File: src/rtl/spi_master_ctrl_if.sv
// System-side command/status and SPI pin bundle for spi_master_ctrl.
// master: the controller itself; slave: whatever drives commands and models the pins.
interface spi_master_ctrl_if #(
    parameter int WIDTH = 13
);
    logic             start;
    logic             clr_req;
    logic [WIDTH-1:0] tx_data;
    logic [WIDTH-1:0] rx_data;
    logic             busy;
    logic             done;
    logic             spi_sclk;
    logic             spi_mosi;
    logic             spi_load;
    logic             spi_clr;
    logic             spi_miso;

    modport master (
        input  start, clr_req, tx_data, spi_miso,
        output rx_data, busy, done, spi_sclk, spi_mosi, spi_load, spi_clr
    );

    modport slave (
        output start, clr_req, tx_data, spi_miso,
        input  rx_data, busy, done, spi_sclk, spi_mosi, spi_load, spi_clr
    );
endinterface

File: src/rtl/spi_master_ctrl.sv
// SPI master sequencing a load/shift slave: preload, WIDTH-bit MSB-first shift, commit.
// Latency: done (2*WIDTH+3)*HALF_DIV cycles after the accepted start; all outputs registered.
// No backpressure: start/clr_req are sampled only when idle (start also in DONE), else ignored.
module spi_master_ctrl #(
    parameter int WIDTH    = 13,
    parameter int HALF_DIV = 2
) (
    input  logic             clk,
    input  logic             rst_n,
    spi_master_ctrl_if.master bus
);
    localparam int CW = (HALF_DIV > 1) ? $clog2(HALF_DIV) : 1;
    localparam int BW = $clog2(WIDTH);

    typedef enum logic [2:0] {IDLE, CLR, LOAD, SHIFT, LATCH_GAP, LATCH, DONE} state_t;

    state_t           state, state_nxt;
    logic [CW-1:0]    cnt, cnt_nxt;
    logic             phase, phase_nxt;     // 0: sclk low phase, 1: sclk high phase
    logic [BW-1:0]    bit_cnt, bit_nxt;
    logic             cap, sample, adv, div_last;
    logic [WIDTH-1:0] tx_sh, rx_sh;

    assign div_last = (cnt == CW'(HALF_DIV - 1));

    always_comb begin
        state_nxt = state;
        cnt_nxt   = div_last ? '0 : cnt + 1'b1;
        phase_nxt = phase;
        bit_nxt   = bit_cnt;
        cap       = 1'b0;
        sample    = 1'b0;
        adv       = 1'b0;
        case (state)
            IDLE: begin
                cnt_nxt   = '0;
                phase_nxt = 1'b0;
                bit_nxt   = '0;
                if (bus.clr_req) begin
                    state_nxt = CLR;
                end else if (bus.start) begin
                    state_nxt = LOAD;
                    cap       = 1'b1;
                end
            end
            CLR:  if (div_last) state_nxt = IDLE;
            LOAD: if (div_last) state_nxt = SHIFT;
            SHIFT: begin
                if (div_last) begin
                    if (!phase) begin
                        phase_nxt = 1'b1;
                        sample    = 1'b1;
                    end else if (bit_cnt == BW'(WIDTH - 1)) begin
                        phase_nxt = 1'b0;
                        state_nxt = LATCH_GAP;
                    end else begin
                        phase_nxt = 1'b0;
                        bit_nxt   = bit_cnt + 1'b1;
                        adv       = 1'b1;
                    end
                end
            end
            LATCH_GAP: if (div_last) state_nxt = LATCH;
            LATCH:     if (div_last) state_nxt = DONE;
            DONE: begin
                // a held start chains straight into the next frame
                cnt_nxt   = '0;
                phase_nxt = 1'b0;
                bit_nxt   = '0;
                if (bus.start) begin
                    state_nxt = LOAD;
                    cap       = 1'b1;
                end else begin
                    state_nxt = IDLE;
                end
            end
            default: state_nxt = IDLE;
        endcase
    end

    // Outputs are registered from the next state so they line up with the state register.
    always_ff @(posedge clk or negedge rst_n) begin
        if (!rst_n) begin
            state        <= IDLE;
            cnt          <= '0;
            phase        <= 1'b0;
            bit_cnt      <= '0;
            tx_sh        <= '0;
            rx_sh        <= '0;
            bus.rx_data  <= '0;
            bus.busy     <= 1'b0;
            bus.done     <= 1'b0;
            bus.spi_sclk <= 1'b0;
            bus.spi_mosi <= 1'b0;
            bus.spi_load <= 1'b0;
            bus.spi_clr  <= 1'b0;
        end else begin
            state        <= state_nxt;
            cnt          <= cnt_nxt;
            phase        <= phase_nxt;
            bit_cnt      <= bit_nxt;
            bus.busy     <= (state_nxt != IDLE);
            bus.done     <= (state_nxt == DONE);
            bus.spi_sclk <= (state_nxt == SHIFT) && phase_nxt;
            bus.spi_load <= (state_nxt == LOAD) || (state_nxt == LATCH);
            bus.spi_clr  <= (state_nxt == CLR);
            if (cap) begin
                tx_sh        <= bus.tx_data;
                bus.spi_mosi <= bus.tx_data[WIDTH-1];
            end else if (adv) begin
                tx_sh        <= tx_sh << 1;
                bus.spi_mosi <= tx_sh[WIDTH-2];
            end else if (state_nxt == DONE) begin
                bus.spi_mosi <= 1'b0;
            end
            if (sample) rx_sh <= {rx_sh[WIDTH-2:0], bus.spi_miso};
            if (state_nxt == DONE) bus.rx_data <= rx_sh;
        end
    end
endmodule

File: src/flat_wrapper.sv
// flat-port wrapper written by rule: the top's interface ports become plain ports
module spi_master_ctrl_flat 
#(
    parameter int WIDTH    = 13,
    parameter int HALF_DIV = 2
)
  (clk, rst_n, bus_start, bus_clr_req, bus_tx_data, bus_spi_miso, bus_rx_data, bus_busy, bus_done, bus_spi_sclk, bus_spi_mosi, bus_spi_load, bus_spi_clr);
  spi_master_ctrl_if #(.WIDTH(WIDTH)) bus_i ();
  input  logic clk;
  input  logic rst_n;
  input wire logic [$bits(bus_i.start)-1:0] bus_start;
  input wire logic [$bits(bus_i.clr_req)-1:0] bus_clr_req;
  input wire logic [$bits(bus_i.tx_data)-1:0] bus_tx_data;
  input wire logic [$bits(bus_i.spi_miso)-1:0] bus_spi_miso;
  output wire logic [$bits(bus_i.rx_data)-1:0] bus_rx_data;
  output wire logic [$bits(bus_i.busy)-1:0] bus_busy;
  output wire logic [$bits(bus_i.done)-1:0] bus_done;
  output wire logic [$bits(bus_i.spi_sclk)-1:0] bus_spi_sclk;
  output wire logic [$bits(bus_i.spi_mosi)-1:0] bus_spi_mosi;
  output wire logic [$bits(bus_i.spi_load)-1:0] bus_spi_load;
  output wire logic [$bits(bus_i.spi_clr)-1:0] bus_spi_clr;
  assign bus_i.start = bus_start;
  assign bus_i.clr_req = bus_clr_req;
  assign bus_i.tx_data = bus_tx_data;
  assign bus_i.spi_miso = bus_spi_miso;
  assign bus_rx_data = bus_i.rx_data;
  assign bus_busy = bus_i.busy;
  assign bus_done = bus_i.done;
  assign bus_spi_sclk = bus_i.spi_sclk;
  assign bus_spi_mosi = bus_i.spi_mosi;
  assign bus_spi_load = bus_i.spi_load;
  assign bus_spi_clr = bus_i.spi_clr;
  spi_master_ctrl #(.WIDTH(WIDTH), .HALF_DIV(HALF_DIV)) u_core (.clk(clk), .rst_n(rst_n), .bus(bus_i));
endmodule
File: config.mk
export PLATFORM = sky130hd
export DESIGN_NAME = spi_master_ctrl_flat
export DESIGN_NICKNAME = d
export VERILOG_FILES = /design/src/rtl/spi_master_ctrl_if.sv /design/src/rtl/spi_master_ctrl.sv /design/src/flat_wrapper.sv
export SDC_FILE = /design/constraint.sdc
export NUM_CORES = 1
export LEC_CHECK = 0
export CAP_MARGIN = 5
export CELL_PAD_IN_SITES_DETAIL_PLACEMENT = 1
export CELL_PAD_IN_SITES_GLOBAL_PLACEMENT = 1
export CORE_MARGIN = 4
export CORE_UTILIZATION = 46
export DETAILED_ROUTE_END_ITERATION = 7
export GPL_ROUTABILITY_DRIVEN = 0
export GPL_TIMING_DRIVEN = 0
export PLACE_DENSITY_LB_ADDON = 0.2
export SLEW_MARGIN = 5
export SYNTH_ARGS = -nofsm -noshare
export SYNTH_HDL_FRONTEND = slang
export SYNTH_SLANG_ARGS = --single-unit
export TNS_END_PERCENT = 5
File: constraint.sdc
create_clock -name clk -period 3.4 [get_ports clk]
set_clock_uncertainty 0.05 [all_clocks]
set_input_delay 0.68 -clock clk [delete_from_list [all_inputs] [get_ports clk]]
set_output_delay 0.68 -clock clk [all_outputs]
set_load 0.05 [all_outputs]
==> report_table.html <==
<table>
<tr><th>Metric</th><th>Value</th></tr>
<tr><th colspan="2">Floorplan</th></tr>
<tr><td>Area of the die</td><td>between 6000 and 7000 um^2</td></tr>
<tr><td>Number of rows created at floorplan</td><td>25</td></tr>
<tr><td>Initial Util</td><td>0.481</td></tr>
<tr><td>Die height</td><td>78.7 um</td></tr>
<tr><td>Chip Width</td><td>just under 80 um</td></tr>
<tr><td>Top Ports</td><td>37</td></tr>
<tr><td>Core area</td><td>4790 um^2</td></tr>
<tr><th colspan="2">Clock network</th></tr>
<tr><td>Count of hold-fix buffers inserted at cts</td><td>0</td></tr>
<tr><td>Postcts setup bufs</td><td>0</td></tr>
<tr><td>Worst-case clock buffer depth</td><td>2</td></tr>
<tr><td>TritonCTS Buffers</td><td>5</td></tr>
<tr><td>CTS-repair resized insts</td><td>0</td></tr>
<tr><td>CTS root buf</td><td>sky130_fd_sc_hd__clkbuf_8</td></tr>
<tr><td>Later-pin clock latency in the skew report</td><td>just over 300 ps</td></tr>
<tr><td>H-tree depth</td><td>2</td></tr>
<tr><td>TritonCTS clock tree</td><td>done</td></tr>
<tr><td>Clock net sink count</td><td>53</td></tr>
<tr><td>Post-CTS clock slew at the launch and capture registers of the worst setup and hold paths</td><td>approximately 100 ps</td></tr>
<tr><th colspan="2">Critical path</th></tr>
<tr><td>Category of the worst setup path capture point</td><td>primary output</td></tr>
<tr><td>Critical path origin</td><td>u_core.bus.spi_mosi</td></tr>
<tr><td>WP buf/inv</td><td>1</td></tr>
<tr><td>WS Path Type</td><td>flip-flop to primary output</td></tr>
<tr><td>Crit Reg-Reg Startpoint</td><td>u_core.bit_cnt[0]</td></tr>
<tr><td>Slowest cell on the critical path</td><td>sky130_fd_sc_hd__clkdlybuf4s50_1</td></tr>
<tr><td>Slack of the worst reg-to-reg path</td><td>~1400 ps</td></tr>
<tr><td>Max FO, Critical Path</td><td>2</td></tr>
<tr><td>Largest stage delay on the critical path</td><td>a little over 800 ps</td></tr>
<tr><td>Element type at the critical path start</td><td>flip-flop</td></tr>
<tr><td>Cell count along the critical path</td><td>1</td></tr>
<tr><td>Data required time of the critical path</td><td>2670 ps</td></tr>
<tr><td>Family with the most delay on the worst path</td><td>buffers and inverters</td></tr>
<tr><td>Signal arrival time at the worst endpoint</td><td>1500 ps</td></tr>
<tr><td>Capturing point of the worst reg2reg path</td><td>u_core.bit_cnt[0]</td></tr>
<tr><td>End point of the critical path</td><td>bus_spi_mosi</td></tr>
<tr><td>Ordered cell list for the critical path</td><td>clkdlybuf4s50_1</td></tr>
<tr><td>Number of cells on the worst reg-to-reg path</td><td>8</td></tr>
<tr><th colspan="2">Place</th></tr>
<tr><td>Half-perimeter wire length of the detailed placement result</td><td>3730 um</td></tr>
<tr><td>Worst-case setup slack after placement</td><td>between 900 and 1000 ps</td></tr>
<tr><td>Total instance count after detailed placement</td><td>around 280</td></tr>
<tr><td>Number of buffers added on ports</td><td>36</td></tr>
<tr><th colspan="2">Min path</th></tr>
<tr><td>Worst hold-check path type</td><td>primary input to async pin</td></tr>
<tr><th colspan="2">Final layout</th></tr>
<tr><td>Total Nets Final</td><td>240</td></tr>
<tr><td>Antenna Diode Count</td><td>0</td></tr>
<tr><td>Number of fillers in the final layout</td><td>approximately 500</td></tr>
<tr><td>Share of final-layout standard cells stronger than drive strength 1</td><td>0.200</td></tr>
<tr><td>Number of standard cells in the final layout excluding fillers</td><td>287</td></tr>
<tr><td>Area taken by flip-flops and latches</td><td>1330 um^2</td></tr>
<tr><td>Area growth, synth to finish</td><td>23.9%</td></tr>
<tr><td>Multi-input logic area</td><td>881 um^2</td></tr>
<tr><th colspan="2">Synthesis</th></tr>
<tr><td>Primary flip-flop cell chosen by synthesis mapping</td><td>sky130_fd_sc_hd__dfrtp_1</td></tr>
<tr><td>Multiplexer share of the synthesized area</td><td>0.132</td></tr>
<tr><td>Synth Area in Compound Gates</td><td>0.140</td></tr>
<tr><td>Share of synthesized cell area in full adder, half adder and majority cells</td><td>0.0163</td></tr>
<tr><td>Unique masters post-synth</td><td>39</td></tr>
<tr><td>Yosys warns</td><td>0</td></tr>
<tr><td>Share of synthesized area occupied by flip-flops and latches</td><td>0.577</td></tr>
<tr><td>Number of flops mapped to enable cells by yosys</td><td>0</td></tr>
<tr><td>Area fraction of the dominant cell type after synthesis</td><td>0.577</td></tr>
<tr><td>Dominant cell type by area after synthesis</td><td>sky130_fd_sc_hd__dfrtp_1</td></tr>
<tr><td>Average instance area after synthesis</td><td>13.1 um^2</td></tr>
<tr><td>Async SR Flop Fraction</td><td>1.00</td></tr>
<tr><td>Post-Syn Area</td><td>~2300 um^2</td></tr>
<tr><td>Yosys reg bits</td><td>53</td></tr>
<tr><td>Post-synthesis xor/xnor area fraction</td><td>0.0114</td></tr>
<tr><td>Main combinational cell family by area after synthesis</td><td>compound AO/OA/AOI/OAI gates</td></tr>
<tr><td>Basic-gate share of the synthesized area counting and, or, nand and nor cells</td><td>0.0838</td></tr>
<tr><td>Syn_nets</td><td>196</td></tr>
<tr><td>Leading cell types by count after synthesis</td><td>sky130_fd_sc_hd__dfrtp_1, sky130_fd_sc_hd__mux2_2, sky130_fd_sc_hd__a22o_1</td></tr>
<tr><td>Dominant cell by count in the synthesized netlist</td><td>sky130_fd_sc_hd__dfrtp_1</td></tr>
<tr><td>Top cells by area in the synthesized netlist</td><td>sky130_fd_sc_hd__dfrtp_1, sky130_fd_sc_hd__mux2_2, sky130_fd_sc_hd__a22o_1, sky130_fd_sc_hd__mux2_1, sky130_fd_sc_hd__a21o_1</td></tr>
<tr><td>Post-synthesis cell count</td><td>175</td></tr>
<tr><th colspan="2">GRT</th></tr>
<tr><td>Global router's overall resource usage</td><td>0.179</td></tr>
<tr><td>Pin count of the biggest net entering global routing</td><td>42</td></tr>
<tr><td>GRT overflow</td><td>0</td></tr>
<tr><td>Number of global-route vias before repair</td><td>between 1,500 and 2,000</td></tr>
<tr><td>Number of antenna violations at the first check in global routing</td><td>0</td></tr>
<tr><td>Global-route wire length before repair</td><td>about 8600 um</td></tr>
<tr><th colspan="2">Timing</th></tr>
<tr><td>Actual slew at the worst max-slew pin</td><td>slightly below 600 ps</td></tr>
<tr><td>Number of setup violations in the final report</td><td>0</td></tr>
<tr><td>Number of pins exceeding their max-slew limit in the final report</td><td>0</td></tr>
<tr><td>Final Cycle Share</td><td>0.657</td></tr>
<tr><td>Min Clock Period, post-route</td><td>around 2200 ps</td></tr>
<tr><td>Highest clock frequency the design can meet</td><td>around 450 MHz</td></tr>
<tr><td>Max transition margin</td><td>0.609</td></tr>
<tr><td>RSZ-0062 raised after global routing</td><td>no</td></tr>
<tr><td>Final critical-path setup slack</td><td>about 1200 ps</td></tr>
<tr><td>Number of endpoints with negative hold slack in the final report</td><td>0</td></tr>
<tr><td>Aggregate negative setup slack</td><td>0 ps</td></tr>
<tr><th colspan="2">Job</th></tr>
<tr><td>Max-capacitance violation count</td><td>0</td></tr>
<tr><th colspan="2">Routing</th></tr>
<tr><td>Antenna-violating nets left</td><td>0</td></tr>
<tr><td>Wire length per cell</td><td>about 17 um</td></tr>
<tr><td>DRC violations left</td><td>0</td></tr>
<tr><td>Mean number of vias per cell</td><td>between 5 and 6</td></tr>
<tr><td>DRC marker count from the first detailed-route iteration</td><td>48</td></tr>
<tr><td>Wire length reported by the detailed router</td><td>about 5000 um</td></tr>
<tr><td>Number of vias in the routed layout</td><td>between 1,500 and 2,000</td></tr>
<tr><td>Initial DRT Pass Iterations</td><td>4</td></tr>
<tr><th colspan="2">Power</th></tr>
<tr><td>Leak</td><td>1.38 nW</td></tr>
<tr><td>Worst ir drop on vdd</td><td>between 0.0002 and 0.00025 V</td></tr>
<tr><td>Pwr/cell area</td><td>368 nW/um^2</td></tr>
<tr><td>Overall power</td><td>1.05 mW</td></tr>
<tr><th colspan="2">Run status</th></tr>
<tr><td>Result of the run</td><td>finished, final reports clean</td></tr>
</table>
## layout make-up
type	instances	share of cell area
Sequential cell	53	0.466
Clock inverter	3	0.00747
Clock buffer	5	0.0242
Multi-Input combinational cell	106	0.309
Tap cell	67	0.0294
Timing Repair Buffer	37	0.132
Buffer	10	0.0246
Inverter	6	0.00791
## metrics by stage
step,area (um^2),hold slack (ps),util
2_1_floorplan,2300,334,-
3_3_place_gp,2740,409,0.573
3_5_place_dp,2760,421,0.576
4_1_cts,2850,198,0.595
5_1_grt,2850,195,0.595
6_report,2850,200,0.595
## cell usage in the layout, fill, tap and decap left out, drive strengths merged, types with 3 or more instances in the layout
| cell | n |
|---|---|
| a22o | 14 |
| and3 | 3 |
| a21o | 13 |
| clkbuf | 6 |
| clkdlybuf4s50 | 35 |
| a21oi | 4 |
| nor2 | 8 |
| nand2 | 6 |
| nand3 | 4 |
| dfrtp | 53 |
| ha | 3 |
| nor3 | 4 |
| inv | 7 |
| mux2 | 26 |
| buf | 11 |
## cells by family after synthesis
logic type / count (synthesis)
flops: 53
simple gates: 33
buf+inv: 16
xor+xnor: 3
compound gates: 40
fa+ha+maj: 3
mux: 27
## worst min path at each step
stage | start | depth (start not counted) | slack [ps] | to
CTS | rst_n | 1 | 200 | u_core.state[2]
global route | rst_n | 1 | 200 | u_core.bus.done
detailed placement | u_core.tx_sh[11] | 1 | 420 | u_core.tx_sh[11]
global placement | u_core.tx_sh[7] | 1 | 410 | u_core.tx_sh[7]
floorplan | rst_n | 0 | 330 | u_core.bit_cnt[0]
finish | rst_n | 1 | 200 | u_core.bus.done
## state kept, by name (all words and copies together) (netlist names)
register / count
u_core.bus.spi_sclk: 1
u_core.bus.spi_mosi: 1
u_core.rx_sh: 13
u_core.bus.rx_data: 13
u_core.state: 3
u_core.phase: 1
u_core.bus.busy: 1
u_core.bus.done: 1
u_core.cnt: 1
u_core.bus.spi_load: 1
u_core.bus.spi_clr: 1
u_core.bit_cnt: 4
u_core.tx_sh: 12
## routing by layer
layer  share of wire  up-vias  track usage
met3           0.047        8       0.0385
li1                -      711            -
met2            0.52       39        0.305
met5               0        -            0
met4           0.016        0       0.0682
met1            0.41      790        0.224
## power by group
group          internal [mW]  leakage [nW]  switching (mW)  total, mW
Sequential             0.638         0.680         0.00623      0.645
Clock                  0.146        0.0445           0.211      0.357
Combinational         0.0262         0.654          0.0209     0.0471
Note: power is estimated with default switching activity, not from simulation.
